==> config.mk <==
export PLATFORM = sky130hd
export DESIGN_NAME = phi0_step_gen
export DESIGN_NICKNAME = d
export VERILOG_FILES = /design/src/rtl/phi0_step_gen.sv
export SDC_FILE = /design/constraint.sdc
export NUM_CORES = 1
export LEC_CHECK = 0
export CORE_MARGIN = 3
export CORE_UTILIZATION = 53
export CTS_BUF_LIST = sky130_fd_sc_hd__clkbuf_16
export DETAILED_ROUTE_END_ITERATION = 8
export GPL_ROUTABILITY_DRIVEN = 1
export PLACE_DENSITY = 0.95
export REMOVE_ABC_BUFFERS = 1
export SLEW_MARGIN = 25
export SYNTH_ARGS = -nofsm -noshare
export SYNTH_HDL_FRONTEND = slang
export SYNTH_SLANG_ARGS = --single-unit
==> constraint.sdc <==
create_clock -name clk -period 5.01 [get_ports clk]
set_clock_uncertainty 0.05 [all_clocks]
set_input_delay 0.501 -clock clk [delete_from_list [all_inputs] [get_ports clk]]
set_output_delay 0.501 -clock clk [all_outputs]
set_load 0.005 [all_outputs]
==> src/rtl/phi0_step_gen.sv <==
// rtl/phi0_step_gen.sv - phi0 clock generator for the 6502C core: free-run, single-step, opcode-fetch breakpoint
// Define PHI0_BREAKPOINT_EN to build the breakpoint comparator and sticky bp_hit flag.
module phi0_step_gen #(
    parameter int HALF_PERIOD = 1024,
    parameter int CNT_W       = 24
) (
    input  logic        clk,
    input  logic        rst,
    input  logic        run_mode,
    input  logic        step_req,
    input  logic        sync_in,
    input  logic [15:0] addr_in,
    input  logic [15:0] bp_addr,
    input  logic        bp_arm,
    output logic        phi0_out,
    output logic        running,
    output logic        bp_hit,
    output logic [15:0] cycle_count
);

    typedef enum logic [1:0] {
        IDLE = 2'd0,
        HIGH = 2'd1,
        LOW  = 2'd2
    } state_t;

    localparam logic [CNT_W-1:0] HALF_LAST = CNT_W'(HALF_PERIOD - 1);
    localparam logic [CNT_W-1:0] CNT_ONE   = CNT_W'(1);

    state_t           state;
    state_t           state_next;
    logic [CNT_W-1:0] half_cnt;
    logic [CNT_W-1:0] half_cnt_next;
    logic [15:0]      cycle_count_q;
    logic [15:0]      cycle_count_next;
    logic             phi0_q;
    logic             step_req_q;
    logic             step_edge;
    logic             half_done;
    logic             cycle_done;
    logic             bp_hit_next;

    assign step_edge  = step_req & ~step_req_q;
    assign half_done  = (half_cnt == HALF_LAST);
    assign cycle_done = (state == LOW) & half_done;

`ifdef PHI0_BREAKPOINT_EN
    logic bp_hit_q;
    logic bp_match;

    assign bp_match = bp_arm & sync_in & (addr_in == bp_addr);

    // Disarming beats a coincident match; a step from IDLE acknowledges the hit.
    always_comb begin
        bp_hit_next = bp_hit_q;
        if (!bp_arm) begin
            bp_hit_next = 1'b0;
        end else if ((state == IDLE) && step_edge) begin
            bp_hit_next = 1'b0;
        end else if (cycle_done && bp_match) begin
            bp_hit_next = 1'b1;
        end
    end

    always_ff @(posedge clk) begin
        if (rst) begin
            bp_hit_q <= 1'b0;
        end else begin
            bp_hit_q <= bp_hit_next;
        end
    end

    assign bp_hit = bp_hit_q;
`else
    logic unused_bp_inputs;

    assign unused_bp_inputs = ^{sync_in, addr_in, bp_addr, bp_arm};
    assign bp_hit_next      = 1'b0;
    assign bp_hit           = 1'b0;
`endif

    always_comb begin
        state_next       = state;
        half_cnt_next    = half_cnt;
        cycle_count_next = cycle_count_q;
        case (state)
            IDLE: begin
                if ((run_mode & ~bp_hit) | step_edge) begin
                    state_next    = HIGH;
                    half_cnt_next = '0;
                end
            end
            HIGH: begin
                if (half_done) begin
                    state_next    = LOW;
                    half_cnt_next = '0;
                end else begin
                    half_cnt_next = half_cnt + CNT_ONE;
                end
            end
            LOW: begin
                if (half_done) begin
                    cycle_count_next = cycle_count_q + 16'd1;
                    half_cnt_next    = '0;
                    // Back-to-back HIGH keeps the free-run period at exactly 2*HALF_PERIOD.
                    state_next       = (run_mode & ~bp_hit_next) ? HIGH : IDLE;
                end else begin
                    half_cnt_next = half_cnt + CNT_ONE;
                end
            end
            default: begin
                state_next    = IDLE;
                half_cnt_next = '0;
            end
        endcase
    end

    always_ff @(posedge clk) begin
        if (rst) begin
            state         <= IDLE;
            half_cnt      <= '0;
            cycle_count_q <= 16'd0;
            phi0_q        <= 1'b0;
            step_req_q    <= 1'b0;
        end else begin
            state         <= state_next;
            half_cnt      <= half_cnt_next;
            cycle_count_q <= cycle_count_next;
            phi0_q        <= (state_next == HIGH);
            step_req_q    <= step_req;
        end
    end

    assign phi0_out    = phi0_q;
    assign running     = (state != IDLE);
    assign cycle_count = cycle_count_q;

endmodule

==> results.py <==
metrics = {
    "pwr": {
        "power.total_w": 0.000755,
        "switching_share": 0.205,
        "combPwrFrac": 0.051,
        "switchingPower_w": 0.000155,
        "ir_worst_vdd_mv": 0.183,
        "p_int_w": 0.000600,
        "clockPowerShare": 0.477,
        "seqPwrFrac": 0.471,
        "leakagePower_nw": 0.887,
        "powerDensity_nw_per_um2": 282,
    },
    "cts": {
        "post_cts_buffers": 0,
        "cts.path.max_buffers": 2,
        "cts_resized": 0,
        "cts_made_buffers": 5,
        "htree_levels": 2,
        "cts_tree": "built",
        "cts.clk_slew.worst_paths_ns": 0.06,
        "cts_hold_buf": 0,
        "root_buffer": "clkbuf_16",
        "clock_latency_ns": 0.28,
        "cts_sinks": 44,
    },
    "sta": {
        "worstMarginPinSlew_ns": 0.966,
        "min_period_ns": 2.47,
        "setup_viol": 0,
        "rsz0062_at_grt": "no",
        "fmax_ghz": 0.405,
        "hold_violations": 0,
        "finalMaxSlewViolations": 0,
        "min_period_over_period": 0.493,
        "tns_ns": 0,
        "slew_headroom": 0.355,
    },
    "synthesis": {
        "synthArstFlopShare": 0,
        "synth_edf_count": 0,
        "synth_ff_type": "dfxtp_1",
        "synth_seq_cells": 44,
        "syn_inst": 267,
        "synth_cell_type_count": 55,
        "yosysWarnings": 0,
        "synth_area_per_cell_um2": 8.58,
        "seq_area_frac_synth": 0.384,
        "syn_area_um2": 2290,
    },
    "critical_path": {
        "r2r_start": "half_cnt[6]",
        "worst_path_max_delay_cell": "o2111ai_1",
        "worstSetupPathType": "in2reg",
        "cp.required_ns": 5.10,
        "critPathArrivalTime_ns": 2.57,
        "worst-path-max-fanout": 12,
        "crit_path_start_kind": "primary input",
        "cpPeakStageDelay_ns": 0.53,
        "critPathBufInv": 1,
        "crit_start": "step_req",
        "critical_path.top_delay_family": "simple AND/OR/NAND/NOR gates",
        "crit_chain": "clkdlybuf4s50_1, nor2b_1, o2111ai_1, nor4b_1, xnor2_1, nor2_1",
        "end_kind": "flop",
    },
    "drt": {
        "num_vias": 2055,
        "drc": 0,
        "drt-initial-drc-count": 97,
        "dr.pass1.iters": 4,
        "final_antenna_net_count": 0,
        "finalWirelength_um": 5010,
        "avgRoutedWirePerCell_um": 14.9,
        "via_per_inst": 6.10,
    },
    "floorplan": {
        "dieArea_um2": 5150,
        "die_x_um": 71.7,
        "num_rows": 23,
        "coreArea_um2": 4090,
        "die_y_um": 71.7,
        "ioPinCount": 57,
        "initial_utilization": 0.561,
    },
    "cells_and_area": {
        "fill_cells": 317,
        "utilization": 0.655,
        "num_antenna_cells": 0,
        "drive_gt1_frac": 0.0801,
        "final_nets": 330,
        "syn2layout_area_growth_pct": 16.8,
    },
    "placed_design": {
        "io_buffer_count": 21,
        "dpl.hpwl_um": 3540,
        "place_congestion": 0.858,
    },
    "global_route": {
        "grt_usage": 0.210,
        "grt_overflow": 0,
        "grt_pass1_vias": 1959,
        "antenna_found_initial": 0,
        "grt_max_degree": 24,
        "grt_pass1_wl_um": 8680,
    },
    "outcome": {
        "status": "finished clean",
    },
    "worst_hold_path": {
        "hp-class": "reg2reg",
        "hp-start": "cycle_count[10]",
    },
    "run": {
        "cap_viol_max_count": 0,
    },
}
worst reg2reg max path: stages, from the launching register on:
cell and delay, ns:
dfxtp_1 0.47, and4_1 0.37, nand3_1 0.14, o21ai_0 0.48
a21o_1 0.68, nor2_1 0.14
synth_stat cells, drive strengths merged, types with 2 or more instances:
master   count  share of area
buf          5          0.016
a211oi       2         0.0066
clkbuf       4         0.0071
inv          7          0.011
mux2         3          0.015
and4         6          0.025
nor2        33          0.054
a21oi       14          0.031
or3          5          0.015
or4          5          0.016
a2111oi      2         0.0076
xnor2       14          0.054
nor3         2         0.0044
and2         2         0.0055
nand4        9          0.031
and3         6          0.017
mux2i        2         0.0087
o21ai       11          0.024
nor2b        6          0.016
nor4        15          0.048
o31ai        4          0.013
nand2       20          0.033
or2          2         0.0055
dfxtp       44           0.38
ha           6          0.033
nand3       13          0.031
nand2b       2         0.0055
xor2         6          0.023
cell families after synthesis:
group,after synthesis,share of synthesized area
AND/OR/NAND/NOR,130,0.321
AO/OA/AOI/OAI,45,0.126
buffers and inverters,16,0.0344
multiplexers,5,0.0235
other,1,0.00164
flip-flops,44,0.384
adder cells (fa/ha/maj),6,0.0328
XOR/XNOR,20,0.0765
final cells by class:
cell class / count / area (um^2) / share of cell area
well taps: 50 / 62.6 / 0.0234
flip-flops and latches: 44 / 881 / 0.329
repair buffers: 21 / 210 / 0.0786
inverters: 7 / 26.3 / 0.00982
clock buffers: 5 / 125 / 0.0468
multi-input cells: 207 / 1330 / 0.498
clock inverters: 3 / 38.8 / 0.0145
sequential cells by signal, summed over array words and instances, names as in the netlist:
signal       flops
state            2
step_req_q       1
half_cnt        24
cycle_count     16
phi0_out         1
metrics by stage:
step                worst slack [ns]  cells  cell area, um^2  hold WS [ns]
finish                          2.54    337             2680         0.451
global route                    2.30    337             2680         0.484
CTS                             2.54    337             2680         0.453
detailed placement              2.25    329             2510         0.444
global placement                2.33    329             2510         0.431
floorplan                       3.08    258             2240         0.425
path summary, 6_finish.rpt:
path	end	slack (ns)	depth (start not counted)
setup / recovery	half_cnt[19]	2.54	6
hold / removal	cycle_count[10]	0.45	2
setup reg to reg	half_cnt[16]	2.54	5
hold reg to reg	cycle_count[10]	0.45	2
placed cells by master (no fill, tap or decap), drive strengths merged, types with 8 or more instances in the layout:
cell type       n
dfxtp          44
nor2           33
clkdlybuf4s50  21
nand2          20
nor4           15
a21oi          14
xnor2          14
nand3          13
o21ai          11
nand4           9
inv             8
power by group through the flow:
stage                logic, W  registers, W  clock network, W
finish              0.0000387      0.000356          0.000361
global route        0.0000433      0.000356          0.000375
CTS                 0.0000382      0.000356          0.000364
detailed placement  0.0000377      0.000364                 0
global placement    0.0000360      0.000364                 0
floorplan           0.0000223      0.000363                 0
metal layers:
layer	vias to the layer above	wire length, um	GRT usage
li1	1012	-	-
met1	966	2200	0.281
met2	64	2430	0.328
met3	13	271	0.0379
met4	0	107	0.100
met5	-	0	0
No activity file was read; power rests on OpenSTA's default activity.
